$ cat src/rtl/pow_5_res_fifo_pkg.sv
// Shared defaults for the power-of-5 result buffer.
// Also provides the occupancy-counter width helper.
package pow_5_res_fifo_pkg;

   localparam int W            = 8;
   localparam int DEPTH        = 8;
   localparam int AFULL_MARGIN = 5;

   // The counter must represent 0..depth inclusive, hence depth+1.
   function automatic int cnt_w(input int d);
      return $clog2(d + 1);
   endfunction

endpackage

$ cat src/rtl/pow_5_fifo_mem.sv
// Result storage: one synchronous write port and one asynchronous read port.
// The storage is deliberately left without a reset.
module pow_5_fifo_mem
   import pow_5_res_fifo_pkg::*;
#(
   parameter int w     = W,
   parameter int depth = DEPTH,
   parameter int aw    = (depth > 1) ? $clog2(depth) : 1
) (
   input  logic          clk,
   input  logic          we,
   input  logic [aw-1:0] waddr,
   input  logic [w-1:0]  wdata,
   input  logic [aw-1:0] raddr,
   output logic [w-1:0]  rdata
);

   logic [w-1:0] mem_q [depth];

   always_ff @(posedge clk) begin
      if (we) begin
         mem_q[waddr] <= wdata;
      end
   end

   assign rdata = mem_q[raddr];

endmodule

$ cat src/rtl/pow_5_res_fifo.sv
// Show-ahead result FIFO behind the power-of-5 pipeline. Captures on clk_en,
// drains over valid/ready, and raises almost_full early enough to absorb in-flight results.
module pow_5_res_fifo
   import pow_5_res_fifo_pkg::*;
#(
   parameter int w            = W,
   parameter int depth        = DEPTH,
   parameter int afull_margin = AFULL_MARGIN
) (
   input  logic                     clk,
   input  logic                     rst,
   input  logic                     clk_en,
   input  logic                     in_vld,
   input  logic [w-1:0]             in_data,
   output logic                     out_vld,
   input  logic                     out_rdy,
   output logic [w-1:0]             out_data,
   output logic [cnt_w(depth)-1:0]  count,
   output logic                     full,
   output logic                     almost_full,
   output logic                     overflow,
   input  logic                     ovf_clr
);

   localparam int AW = (depth > 1) ? $clog2(depth) : 1;
   localparam int CW = cnt_w(depth);
   localparam logic [CW-1:0] FULL_CNT  = CW'(depth);
   localparam logic [CW-1:0] AFULL_CNT = CW'(depth - afull_margin);

   logic [AW-1:0] wr_ptr_q, wr_ptr_d;
   logic [AW-1:0] rd_ptr_q, rd_ptr_d;
   logic [CW-1:0] count_q, count_d;
   logic          full_q, afull_q, vld_q;
   logic          ovf_q, ovf_d;
   logic          push_req, push_ok, pop, drop;

   always_comb begin
      push_req = in_vld & clk_en;
      pop      = vld_q & out_rdy;
      // A pop on the same edge frees the slot, so a full FIFO still accepts.
      push_ok  = push_req & (~full_q | pop);
      drop     = push_req & ~push_ok;

      wr_ptr_d = push_ok ? wr_ptr_q + AW'(1) : wr_ptr_q;
      rd_ptr_d = pop     ? rd_ptr_q + AW'(1) : rd_ptr_q;

      count_d = count_q;
      if (push_ok && !pop) begin
         count_d = count_q + CW'(1);
      end else if (!push_ok && pop) begin
         count_d = count_q - CW'(1);
      end

      // Set wins over a coincident clear.
      ovf_d = drop | (ovf_q & ~ovf_clr);
   end

   always_ff @(posedge clk or posedge rst) begin
      if (rst) begin
         wr_ptr_q <= '0;
         rd_ptr_q <= '0;
         count_q  <= '0;
         full_q   <= 1'b0;
         afull_q  <= 1'b0;
         vld_q    <= 1'b0;
         ovf_q    <= 1'b0;
      end else begin
         wr_ptr_q <= wr_ptr_d;
         rd_ptr_q <= rd_ptr_d;
         count_q  <= count_d;
         full_q   <= (count_d == FULL_CNT);
         afull_q  <= (count_d >= AFULL_CNT);
         vld_q    <= (count_d != '0);
         ovf_q    <= ovf_d;
      end
   end

   pow_5_fifo_mem #(
      .w     (w),
      .depth (depth),
      .aw    (AW)
   ) u_mem (
      .clk   (clk),
      .we    (push_ok),
      .waddr (wr_ptr_q),
      .wdata (in_data),
      .raddr (rd_ptr_q),
      .rdata (out_data)
   );

   assign out_vld     = vld_q;
   assign count       = count_q;
   assign full        = full_q;
   assign almost_full = afull_q;
   assign overflow    = ovf_q;

endmodule

$ cat config.mk
export PLATFORM = sky130hd
export DESIGN_NAME = pow_5_res_fifo
export DESIGN_NICKNAME = d
export VERILOG_FILES = /design/src/rtl/pow_5_res_fifo_pkg.sv /design/src/rtl/pow_5_fifo_mem.sv /design/src/rtl/pow_5_res_fifo.sv
export SDC_FILE = /design/constraint.sdc
export NUM_CORES = 1
export LEC_CHECK = 0
export CORE_UTILIZATION = 61
export DETAILED_ROUTE_END_ITERATION = 10
export GPL_TIMING_DRIVEN = 0
export PLACE_DENSITY = 0.95
export REMOVE_ABC_BUFFERS = 1
export SYNTH_ARGS = -nofsm -noshare
export SYNTH_HDL_FRONTEND = slang
export SYNTH_HIERARCHICAL = 1
export SYNTH_SLANG_ARGS = --single-unit
$ cat constraint.sdc
create_clock -name clk -period 3.9 [get_ports clk]
set_input_delay 1.17 -clock clk [delete_from_list [all_inputs] [get_ports clk]]
set_output_delay 1.17 -clock clk [all_outputs]
set_load 0.02 [all_outputs]
==> results by stage <==
Die:
- In this run the standard cell core region covers 5110 um^2.
- The floorplan die area is ~5600 um^2.
- The floorplan has 26 rows.
- The count of pins on the block boundary is 30.
- The overall die width is 75 um.
- The height of the die is between 70 and 80 um.
- For this configuration, the core starts out at a cell density of 0.636.

Routing:
- The number of search-and-repair iterations in the first detailed-routing pass is 4.
- The sum of routed wire length over all layers is 5810 um.
- The detailed router placed about 1700 vias in this run.
- The number of design-rule violations left by the first detailed-router iteration is roughly 120.
- In the routed layout, each cell is associated on average with a via count of around 6.1.
- After detailed routing, the number of remaining DRC violations is 0.
- The average wire length per cell after detail routing is between 20 and 25 um.
- The post-detailed-route count of antenna-violating nets is 0.

Clock tree:
- The longest clock path from root to sink contains 2 buffers.
- TritonCTS built the clock tree.
- Buffers added to address setup during post-CTS repair amount to 0.
- The clock tree synthesis step divided the H-tree into 3 levels.
- The tree built by TritonCTS fans out to 78 sinks.
- The insertion delay of the later-clocked pin in the worst-skew pair is about 330 ps.
- In this run, post-CTS hold repair placed 0 buffers.
- Clock-pin slew was measured on the worst setup and hold paths at roughly 70 ps.
- The root cell of the clock tree is clkbuf_8.
- Counting the buffers created by CTS gives 9.

Synthesis:
- The post-synthesis instance total is roughly 170.
- The share of synthesized area in the top cell type comes to 0.591.
- edfxtp_1 is the most common cell in the netlist.
- The largest area contributor in the synthesized netlist is edfxtp_1.
- A synthesized cell averages 19.7 um^2.
- The number of synthesis warnings is 6.
- The cell area that synthesis handed to floorplanning was 3250 um^2.
- The number of different library cells used by synthesis comes to 32.
- The commonest cells after synthesis are edfxtp_1 (64), mux4_1 (15), dfrtp_1 (14).
- The most used flip-flop cell after synthesis is edfxtp_1.
- Yosys mapped a number of flops with a built-in enable equal to 64.
- The portion of the post-synthesis area used by sequential elements is 0.699.
- The number of register bits inferred by synthesis is 78.
- After synthesis, the cell types taking the most area are edfxtp_1 (59%), mux4_1 (12%), dfrtp_1 (11%).
- Of all flip-flops after synthesis, the portion carrying an async set or reset was 0.179.

Placed design:
- The number of input and output port buffers inserted is 29.
- At the end of routability-driven placement, the weighted congestion stood at between 0.7 and 0.8.
- The HPWL after detailed placement is 3800 um.
- After detailed placement, the total cell area comes to 3580 um^2.

Power and ir drop:
- The analysis attributes to cell leakage a power of about 1.3 nW.
- IR analysis of the VDD net gives a maximum drop of approximately 400 uV.
- The power per unit of standard cell area is 716 nW/um^2.

STA:
- Setup repair after global routing left no endpoint under its margin.
- The final number of hold-violating endpoints came to 0.
- The max-slew violation count came to 0.
- The highest achievable clock rate is roughly 270 MHz.
- The final count of negative-setup-slack endpoints is 0.
- In the final timing run, aggregate negative setup slack is 0 ps.
- In the finished design, the share of the clock period the worst path needs comes to 0.942.
- Across the routed clock network, the largest skew measured is between 3 and 4 ps.
- Counting I/O delays and the setup requirement, the final critical path takes ~3700 ps.
- The actual slew at the worst max-slew pin is ~960 ps.
- The worst max-slew margin expressed relative to the limit is 0.360.

Worst setup path:
- The number of buffers and inverters on the critical path is 1.
- The register-to-register setup slack is roughly 1600 ps.
- The sort of element at the end of the critical path is an output pin.
- The nature of the critical path startpoint is a flip-flop.
- The data required time at the worst endpoint is 2730 ps.
- In this run the critical register-to-register path is captured at u_mem/mem_q[3][0].
- The reg-to-reg startpoint is out_vld.
- In this run the worst path has a maximum fanout of 18.
- At the worst endpoint, the arrival time is roughly 2500 ps.
- The critical path's top delay family is multiplexers.
- The delay of the slowest cell on the worst path is 700 ps.
- The worst register-to-register path has a depth of 4.
- Traced cell by cell, the critical path runs through mux4_1 -> mux2_2 -> clkdlybuf4s50_1.
- The type of the setup path with the least slack is reg -> out.
- The slowest cell on the critical path is dfrtp_2.

Hold path:
- The cell count of the worst hold path is 1.
- The worst hold path terminates at wr_ptr_q[2].
- In this run the most critical hold path is launched from wr_ptr_q[2].
- The min-delay analysis places its worst path in the category reg -> reg.

Global route:
- The global router's overall resource usage is 0.231.
- The maximum number of pins on one net before global-route repair is 19.
- The first-pass GRT wire length is 8710 um.
- The via count of the first global-routing pass is roughly 1700.
- Global routing finished with a remaining overflow of 0.
- The initial antenna violation count is 0.

Cells and area:
- The layout net count is roughly 220.
- The filler cell count in the final layout is between 200 and 300.
- The area growth from synthesis to layout is 16.1%.
- The utilization after layout is 0.739.
- The proportion of layout cells with a drive suffix above 1 is 0.172.
- The summed area of non-filler cells in the final layout is 3770 um^2.
- The number of antenna cells inserted is 0.

Outcome:
- The flow ran to the end, and the final reports show no timing, DRC or antenna violations.

Run:
- The number of violations of the max-capacitance limit is 0.
metrics by stage:
| step | instances | hold slack (ps) | power [W] | setup WS [ps] |
|---|---|---|---|---|
| 3_5_place_dp | 259 | 526 | 0.00215 | -180 |
| 3_3_place_gp | 259 | 471 | 0.00207 | 92.0 |
| 2_1_floorplan | 160 | 457 | 0.00178 | 1050 |
| 6_report | 274 | 539 | 0.00270 | 227 |
| 5_1_grt | 274 | 544 | 0.00282 | 148 |
| 4_1_cts | 274 | 538 | 0.00271 | 146 |
layout by cell type (no fill, tap or decap), types with 2 or more instances in the layout:
master and n:
a21oi_1 5, clkbuf_8 9, clkdlybuf4s50_1 29, clkinv_2 2
dfrtp_1 13, edfxtp_1 64, ha_1 4, inv_1 4
mux2_2 10, mux2i_1 2, mux4_1 15, nand2_1 7
nand2b_1 3, nand3_1 3, nor2_1 6, nor3_2 2
nor3b_2 2, o22ai_1 2, or3_1 3, xnor2_1 4
worst register-to-register path, stage by stage (launching register included):
cell and delay [ps]:
dfrtp_1 440, nand2_4 110, a21oi_1 410, nand2b_1 190, nor2_1 760
sequential cells by signal, indices dropped and copies added (netlist names):
register and count:
almost_full 1, count 4, full 1, out_vld 1
overflow 1, rd_ptr_q 3, u_mem/mem_q 64, wr_ptr_q 3
layout make-up:
class | instances | area, um^2 | area share
Clock inverter | 5 | 51.3 | 0.0136
Tap cell | 70 | 87.6 | 0.0232
Sequential cell | 78 | 2270 | 0.602
Multi-Input combinational cell | 78 | 930 | 0.246
Inverter | 4 | 15.0 | 0.00398
Timing Repair Buffer | 29 | 290 | 0.0769
Clock buffer | 10 | 128 | 0.0338
worst max-delay path by stage:
stage / from / to / slack, ps / cells past startpoint
CTS: out_rdy / u_mem/mem_q[0][4] / 150 / 5
finish: rd_ptr_q[0] / out_data[5] / 230 / 3
floorplan: rd_ptr_q[0] / out_data[1] / 1050 / 2
global placement: out_rdy / u_mem/mem_q[4][7] / 90 / 5
detailed placement: out_rdy / u_mem/mem_q[0][7] / -180 / 5
global route: rd_ptr_q[0] / out_data[5] / 150 / 3
report_power, final:
| group | internal (W) | total, W | switching [W] |
|---|---|---|---|
| combinational | 0.000512 | 0.000928 | 0.000415 |
| sequential | 0.00103 | 0.00122 | 0.000194 |
| clock | 0.000288 | 0.000553 | 0.000265 |
logic make-up after synthesis:
logic type | synth area share
compound gates | 0.0242
simple gates | 0.0508
mux | 0.169
xor+xnor | 0.0235
buf+inv | 0.0181
fa+ha+maj | 0.0154
flops | 0.699
per-layer routing:
metal  share of wire  global-route usage  up-vias
li1                -                   -      739
met1            0.40               0.290      869
met2            0.54               0.386       59
met3           0.046              0.0763        8
met4          0.0088              0.0734        0
met5               0                   0        -
timing repair:
action | in CTS | in global routing
endpoints found under the setup margin | 8 | 0
endpoints found under the hold margin | 0 | 0
gates resized for setup | 1 | 0
No activity file was read; power rests on OpenSTA's default activity.
